===== src/rtl/risc_ctrl_pkg.sv =====
// Shared opcode constants, state encoding and instruction classes for the
// control unit and the datapath ALU decode.
package risc_ctrl_pkg;

    localparam int OPCODE_W = 5;

    localparam logic [OPCODE_W-1:0] OP_LD   = 5'b00000;
    localparam logic [OPCODE_W-1:0] OP_LDI  = 5'b00001;
    localparam logic [OPCODE_W-1:0] OP_ST   = 5'b00010;
    localparam logic [OPCODE_W-1:0] OP_ADD  = 5'b00011;
    localparam logic [OPCODE_W-1:0] OP_SUB  = 5'b00100;
    localparam logic [OPCODE_W-1:0] OP_AND  = 5'b00101;
    localparam logic [OPCODE_W-1:0] OP_OR   = 5'b00110;
    localparam logic [OPCODE_W-1:0] OP_ADDI = 5'b01100;
    localparam logic [OPCODE_W-1:0] OP_ANDI = 5'b01101;
    localparam logic [OPCODE_W-1:0] OP_ORI  = 5'b01110;
    localparam logic [OPCODE_W-1:0] OP_NOP  = 5'b11010;
    localparam logic [OPCODE_W-1:0] OP_HALT = 5'b11011;

    // Control sequencer states. DEFAULT is the post-reset idle state.
    typedef enum logic [3:0] {
        ST_DEFAULT = 4'd0,
        ST_T0      = 4'd1,
        ST_T1      = 4'd2,
        ST_T2      = 4'd3,
        ST_T3      = 4'd4,
        ST_T4      = 4'd5,
        ST_T5      = 4'd6,
        ST_T6      = 4'd7,
        ST_T7      = 4'd8,
        ST_HALT    = 4'd9
    } state_t;

    // Instruction classes. Undefined opcodes fold into CLS_NOP so they
    // simply fall back to the next fetch.
    typedef enum logic [2:0] {
        CLS_LOAD  = 3'd0,
        CLS_LOADI = 3'd1,
        CLS_STORE = 3'd2,
        CLS_ALU_R = 3'd3,
        CLS_ALU_I = 3'd4,
        CLS_NOP   = 3'd5,
        CLS_HALT  = 3'd6
    } op_class_t;

endpackage


===== src/rtl/op_class_decode.sv =====
// Maps the 5-bit opcode field to an instruction class for the sequencer.
module op_class_decode
    import risc_ctrl_pkg::*;
(
    input  logic [OPCODE_W-1:0] i_opcode,
    output op_class_t           o_class
);

    // Pure lookup; anything not recognised behaves as a no-op.
    always_comb begin
        o_class = CLS_NOP;
        case (i_opcode)
            OP_LD:                   o_class = CLS_LOAD;
            OP_LDI:                  o_class = CLS_LOADI;
            OP_ST:                   o_class = CLS_STORE;
            OP_ADD, OP_SUB,
            OP_AND, OP_OR:           o_class = CLS_ALU_R;
            OP_ADDI, OP_ANDI,
            OP_ORI:                  o_class = CLS_ALU_I;
            OP_HALT:                 o_class = CLS_HALT;
            default:                 o_class = CLS_NOP;
        endcase
    end

endmodule


===== src/rtl/control_unit.sv =====
// Hardwired control sequencer: fetch (T0..T2), execute (T3..T7), halt.
// Outputs are a combinational function of the current state and opcode.
// Memory handshake: Read/Write stay asserted and the state holds until
// Mem_ready is sampled high at a rising clock edge; that edge completes
// the access and advances the sequence.
module control_unit
    import risc_ctrl_pkg::*;
(
    input  logic        Clock,
    input  logic        Reset,
    input  logic [31:0] IR,
    input  logic        Mem_ready,
    output logic        PCout, Zhighout, Zlowout, MDRout, HIout,
    output logic        LOout, InPortout, Cout, BAout,
    output logic        PCin, Zin, MDRin, MARin, Yin, HIin, LOin,
    output logic        IRin, OutPortin, CONin,
    output logic        Gra, Grb, Grc, Rin, Rout,
    output logic        IncPC, Read, Write,
    output logic        Run,
    output state_t      o_dbg_state
);

    state_t    r_state;
    state_t    w_next_state;
    op_class_t w_class;
    logic      w_unused;

    // Only the opcode field drives sequencing.
    assign w_unused = ^IR[26:0];

    op_class_decode u_decode (
        .i_opcode (IR[31:27]),
        .o_class  (w_class)
    );

    assign o_dbg_state = r_state;

    // State register with synchronous reset to DEFAULT.
    always_ff @(posedge Clock) begin
        if (Reset) r_state <= ST_DEFAULT;
        else       r_state <= w_next_state;
    end

    // Next-state and control outputs; everything defaults low.
    always_comb begin
        w_next_state = r_state;
        {PCout, Zhighout, Zlowout, MDRout, HIout, LOout, InPortout, Cout, BAout} = '0;
        {PCin, Zin, MDRin, MARin, Yin, HIin, LOin, IRin, OutPortin, CONin} = '0;
        {Gra, Grb, Grc, Rin, Rout, IncPC, Read, Write, Run} = '0;
        case (r_state)
            ST_DEFAULT: w_next_state = ST_T0;
            ST_T0: begin
                Run = 1'b1;
                {PCout, MARin, IncPC, Zin} = '1;
                w_next_state = ST_T1;
            end
            ST_T1: begin
                Run = 1'b1;
                {Zlowout, PCin, Read, MDRin} = '1;
                if (Mem_ready) w_next_state = ST_T2;
            end
            ST_T2: begin
                Run = 1'b1;
                {MDRout, IRin} = '1;
                w_next_state = ST_T3;
            end
            ST_T3: begin
                Run = 1'b1;
                case (w_class)
                    CLS_LOAD, CLS_LOADI, CLS_STORE: begin
                        {Grb, BAout, Yin} = '1;
                        w_next_state = ST_T4;
                    end
                    CLS_ALU_R, CLS_ALU_I: begin
                        {Grb, Rout, Yin} = '1;
                        w_next_state = ST_T4;
                    end
                    CLS_HALT: w_next_state = ST_HALT;
                    default:  w_next_state = ST_T0;
                endcase
            end
            ST_T4: begin
                Run = 1'b1;
                w_next_state = ST_T5;
                case (w_class)
                    CLS_LOAD, CLS_LOADI, CLS_STORE, CLS_ALU_I: {Cout, Zin} = '1;
                    CLS_ALU_R: {Grc, Rout, Zin} = '1;
                    default:   w_next_state = ST_T0;
                endcase
            end
            ST_T5: begin
                Run = 1'b1;
                w_next_state = ST_T0;
                case (w_class)
                    CLS_LOADI, CLS_ALU_R, CLS_ALU_I: {Zlowout, Gra, Rin} = '1;
                    CLS_LOAD, CLS_STORE: begin
                        {Zlowout, MARin} = '1;
                        w_next_state = ST_T6;
                    end
                    default: w_next_state = ST_T0;
                endcase
            end
            ST_T6: begin
                Run = 1'b1;
                w_next_state = ST_T0;
                case (w_class)
                    CLS_LOAD: begin
                        {Read, MDRin} = '1;
                        w_next_state = Mem_ready ? ST_T7 : ST_T6;
                    end
                    CLS_STORE: begin
                        {Gra, Rout, MDRin} = '1;
                        w_next_state = ST_T7;
                    end
                    default: w_next_state = ST_T0;
                endcase
            end
            ST_T7: begin
                Run = 1'b1;
                w_next_state = ST_T0;
                case (w_class)
                    CLS_LOAD: {MDRout, Gra, Rin} = '1;
                    CLS_STORE: begin
                        Write = 1'b1;
                        w_next_state = Mem_ready ? ST_T0 : ST_T7;
                    end
                    default: w_next_state = ST_T0;
                endcase
            end
            ST_HALT: w_next_state = ST_HALT;
            default: w_next_state = ST_DEFAULT;
        endcase
    end

endmodule


===== config.mk =====
export PLATFORM = sky130hd
export DESIGN_NAME = control_unit
export DESIGN_NICKNAME = d
export VERILOG_FILES = /design/src/rtl/risc_ctrl_pkg.sv /design/src/rtl/op_class_decode.sv /design/src/rtl/control_unit.sv
export SDC_FILE = /design/constraint.sdc
export NUM_CORES = 1
export LEC_CHECK = 0
export CAP_MARGIN = 20
export CORE_UTILIZATION = 28
export DETAILED_ROUTE_END_ITERATION = 8
export GPL_TIMING_DRIVEN = 0
export PLACE_DENSITY = 0.8
export SLEW_MARGIN = 0
export SYNTH_ARGS = -nofsm -noshare
export SYNTH_HDL_FRONTEND = slang
export SYNTH_SLANG_ARGS = --single-unit

===== constraint.sdc =====
create_clock -name Clock -period 2.5 [get_ports Clock]
set_clock_uncertainty 0.2 [all_clocks]
set_input_delay 0.5 -clock Clock [delete_from_list [all_inputs] [get_ports Clock]]
set_output_delay 0.5 -clock Clock [all_outputs]
set_load 0.02 [all_outputs]

==> qor.tcl <==
set qor(endpoint_kind) {output pin}
set qor(synthesis_to_finish_area_growth_pct) 71.5
set qor(grt_first_pass_wirelength_um) 3250
set qor(setup.worst_path.class) {in2out}
set qor(cp.arrival_ps) 1770
set qor(req_time_crit_path_ps) 1800
set qor(path_max_fanout) 8
set qor(timing.final.hold_violations) 0
set qor(place.detailed.hpwl_um) 1430
set qor(avgRoutedWirePerCell_um) 13.7
set qor(route.final.wire_length_um) 2200
set qor(detail_route.first_pass.iterations) 6
set qor(detailedRoute.firstIterationViolations) 38
set qor(grt_start_max_net_pins) 11
set qor(netlist_instances) 92
set qor(floorplan.initialDensity_pct) 31.0
set qor(ctsRootBufferMaster) {sky130_fd_sc_hd__clkbuf_4}
set qor(die_h_um) 49.6
set qor(worst_skew_pair.late_latency_ps) 240
set qor(worst-r2r-cell-count) 5
set qor(syn_area_per_cell_sq_um) 6.88
set qor(synthArstFlopShare_pct) 0
set qor(avgViaCountPerCell) 5.42
set qor(numPortBuffers) 29
set qor(hold_class) {reg2reg}
set qor(largest_register_ffs) 4
set qor(synth.yosys.seq_area_share_pct) 12.6
set qor(post-route-period-util_pct) 98.6
set qor(htree_num_levels) 1
set qor(drv_cap) 0
set qor(cts.reportedPaths.clkPinSlew_ps) 40
set qor(finalWorstPathRequiredPeriod_ps) 2470
set qor(synth_edf_count) 0
set qor(cell_area_after_synthesis_sq_um) 633
set qor(finalNetCount) 171
set qor(startpoint_type) {input port}
set qor(power_leakage_uw) 0.000518
set qor(gp_routability_congestion) 0.868
set qor(power_density_mw_per_mm2) 350
set qor(max_freq_mhz) 406
set qor(drive_above_1_share_pct) 39.6
set qor(number_of_global_route_vias_before_repair) 699
set qor(floorplan.die_area_sq_mm) 0.00246
set qor(initial_antenna_violation_count) 0
set qor(final_cell_area_sq_mm) 0.00109
set qor(cts_tree) {done}
set qor(netlist-cell-type-count) 37
set qor(place_area_sq_mm) 0.00100
set qor(yosys_warnings) 0
set qor(synth-seq-cells) 4
set qor(gr-usage-all-layers_pct) 16.6
set qor(clock-sinks) 4
set qor(io-pin-count) 67
set qor(clockBufferDepth) 2
set qor(antenna_cells) 0
set qor(drt_drc_violations_left) 0
set qor(synth_flop_cell) {sky130_fd_sc_hd__dfxtp_1}
set qor(cts-buffers-inserted) 3
set qor(finalSetupViolations) 0
set qor(placementRows) 16
set qor(cts-hold-fix-buffers) 0
set qor(outcome) {completed}
set qor(grt.overflow.total) 0
set qor(design.core.area_sq_mm) 0.00204
set qor(report.final.slew_viol_count) 0
set qor(dieWidth_um) 49.6
set qor(fin_worst_hold_slack_ps) 392
set qor(whs_path_depth) 2
set qor(ant_nets) 0
set qor(irDropWorstVdd_v) 0.000315
set qor(layout.filler_cells) 209
set qor(route.vias.total) 873
[per-layer routing]
metal | vias to the layer above | part of all wire, % | track usage, %
li1 | 412 | - | -
met4 | 0 | 2.9 | 5.71
met5 | - | 0 | 0
met2 | 68 | 48 | 28.8
met3 | 10 | 8.2 | 1.85
met1 | 383 | 41 | 21.0
[cell families (layout without fill, tap and decap cells)]
| kind of cell | after synthesis | in the layout | synth area share, % |
|---|---|---|---|
| AO/OA/AOI/OAI | 18 | 18 | 21.1 |
| XOR/XNOR | 2 | 2 | 2.77 |
| buffers and inverters | 19 | 54 | 19.0 |
| flip-flops | 4 | 4 | 12.6 |
| other | 1 | 8 | 0.592 |
| AND/OR/NAND/NOR | 48 | 48 | 43.9 |
[power breakdown]
part	leakage, uW	switching, uW	internal [uW]
clock	0.0000138	30.9	54.0
sequential	0.0000338	10.5	70.2
combinational	0.000470	121	93.5
[cell type report]
| cell class | count | area, sq um | area share, % |
|---|---|---|---|
| plain buffers | 16 | 128 | 11.8 |
| clock buffers | 3 | 22.5 | 2.07 |
| inverters | 3 | 11.3 | 1.04 |
| multi-input cells | 76 | 536 | 49.3 |
| flip-flops and latches | 4 | 83.8 | 7.72 |
| well taps | 27 | 33.8 | 3.11 |
| repair buffers | 32 | 272 | 25.0 |
[cell usage after synthesis, types with 2 or more instances]
cell type | n | share of area (%)
sky130_fd_sc_hd__o21ai_0 | 2 | 1.6
sky130_fd_sc_hd__a211oi_1 | 3 | 3.6
sky130_fd_sc_hd__or3_1 | 3 | 3.0
sky130_fd_sc_hd__nand4_1 | 3 | 3.0
sky130_fd_sc_hd__nand2b_1 | 5 | 4.9
sky130_fd_sc_hd__a31oi_1 | 3 | 3.0
sky130_fd_sc_hd__nor2_1 | 5 | 3.0
sky130_fd_sc_hd__nor4b_1 | 2 | 2.8
sky130_fd_sc_hd__or4_1 | 2 | 2.4
sky130_fd_sc_hd__or2_2 | 2 | 2.0
sky130_fd_sc_hd__dfxtp_1 | 4 | 13
sky130_fd_sc_hd__nor4_1 | 2 | 2.0
sky130_fd_sc_hd__nor2b_1 | 3 | 3.0
sky130_fd_sc_hd__a311o_1 | 2 | 3.2
sky130_fd_sc_hd__clkbuf_1 | 3 | 1.8
sky130_fd_sc_hd__nand2_1 | 5 | 3.0
sky130_fd_sc_hd__nor3_1 | 8 | 6.3
sky130_fd_sc_hd__nand3_1 | 4 | 3.2
sky130_fd_sc_hd__buf_4 | 11 | 13
sky130_fd_sc_hd__inv_1 | 3 | 1.8
[what timing repair did]
item	4_1_cts	5_1_grt
buffers inserted	3	0
resized for setup	82	11
pin swaps	3	3
setup endpoints to repair	20	11
hold endpoints to repair	0	0
[worst max-delay path: stages]
cell and delay, ps:
sky130_fd_sc_hd__clkdlybuf4s15_2 250, sky130_fd_sc_hd__a311o_2 360, sky130_fd_sc_hd__or4_4 440, sky130_fd_sc_hd__nand3_2 100, sky130_fd_sc_hd__buf_6 120
[worst paths after layout]
kind	to	slack, ps	start
setup / recovery	Gra	30	IR[28]
hold / removal	o_dbg_state[1]	390	o_dbg_state[2]
setup reg to reg	o_dbg_state[3]	800	o_dbg_state[2]
hold reg to reg	o_dbg_state[1]	390	o_dbg_state[2]
[stage by stage]
step	util [%]	TNS [ps]	total power [uW]	worst slack, ps	std cells
after floorplan	-	-48.2	206	-48.2	99
after global placement	49.1	-9740	284	-932	155
after detailed placement	49.1	-9870	286	-947	155
after CTS	53.0	-44.0	377	-33.3	161
after global routing	53.2	-7.82	396	-7.82	161
final	53.2	0	380	35.0	161
[cell usage in the layout (no fill, tap or decap), drive strengths merged, types with 5 or more instances in the layout]
cell type	instances
buf	27
clkdlybuf4s50	9
conb	8
nor3	8
clkbuf	6
nor2	5
nand2	5
dlygate4sd2	5
nand2b	5
(Power assumes the default switching activity.)
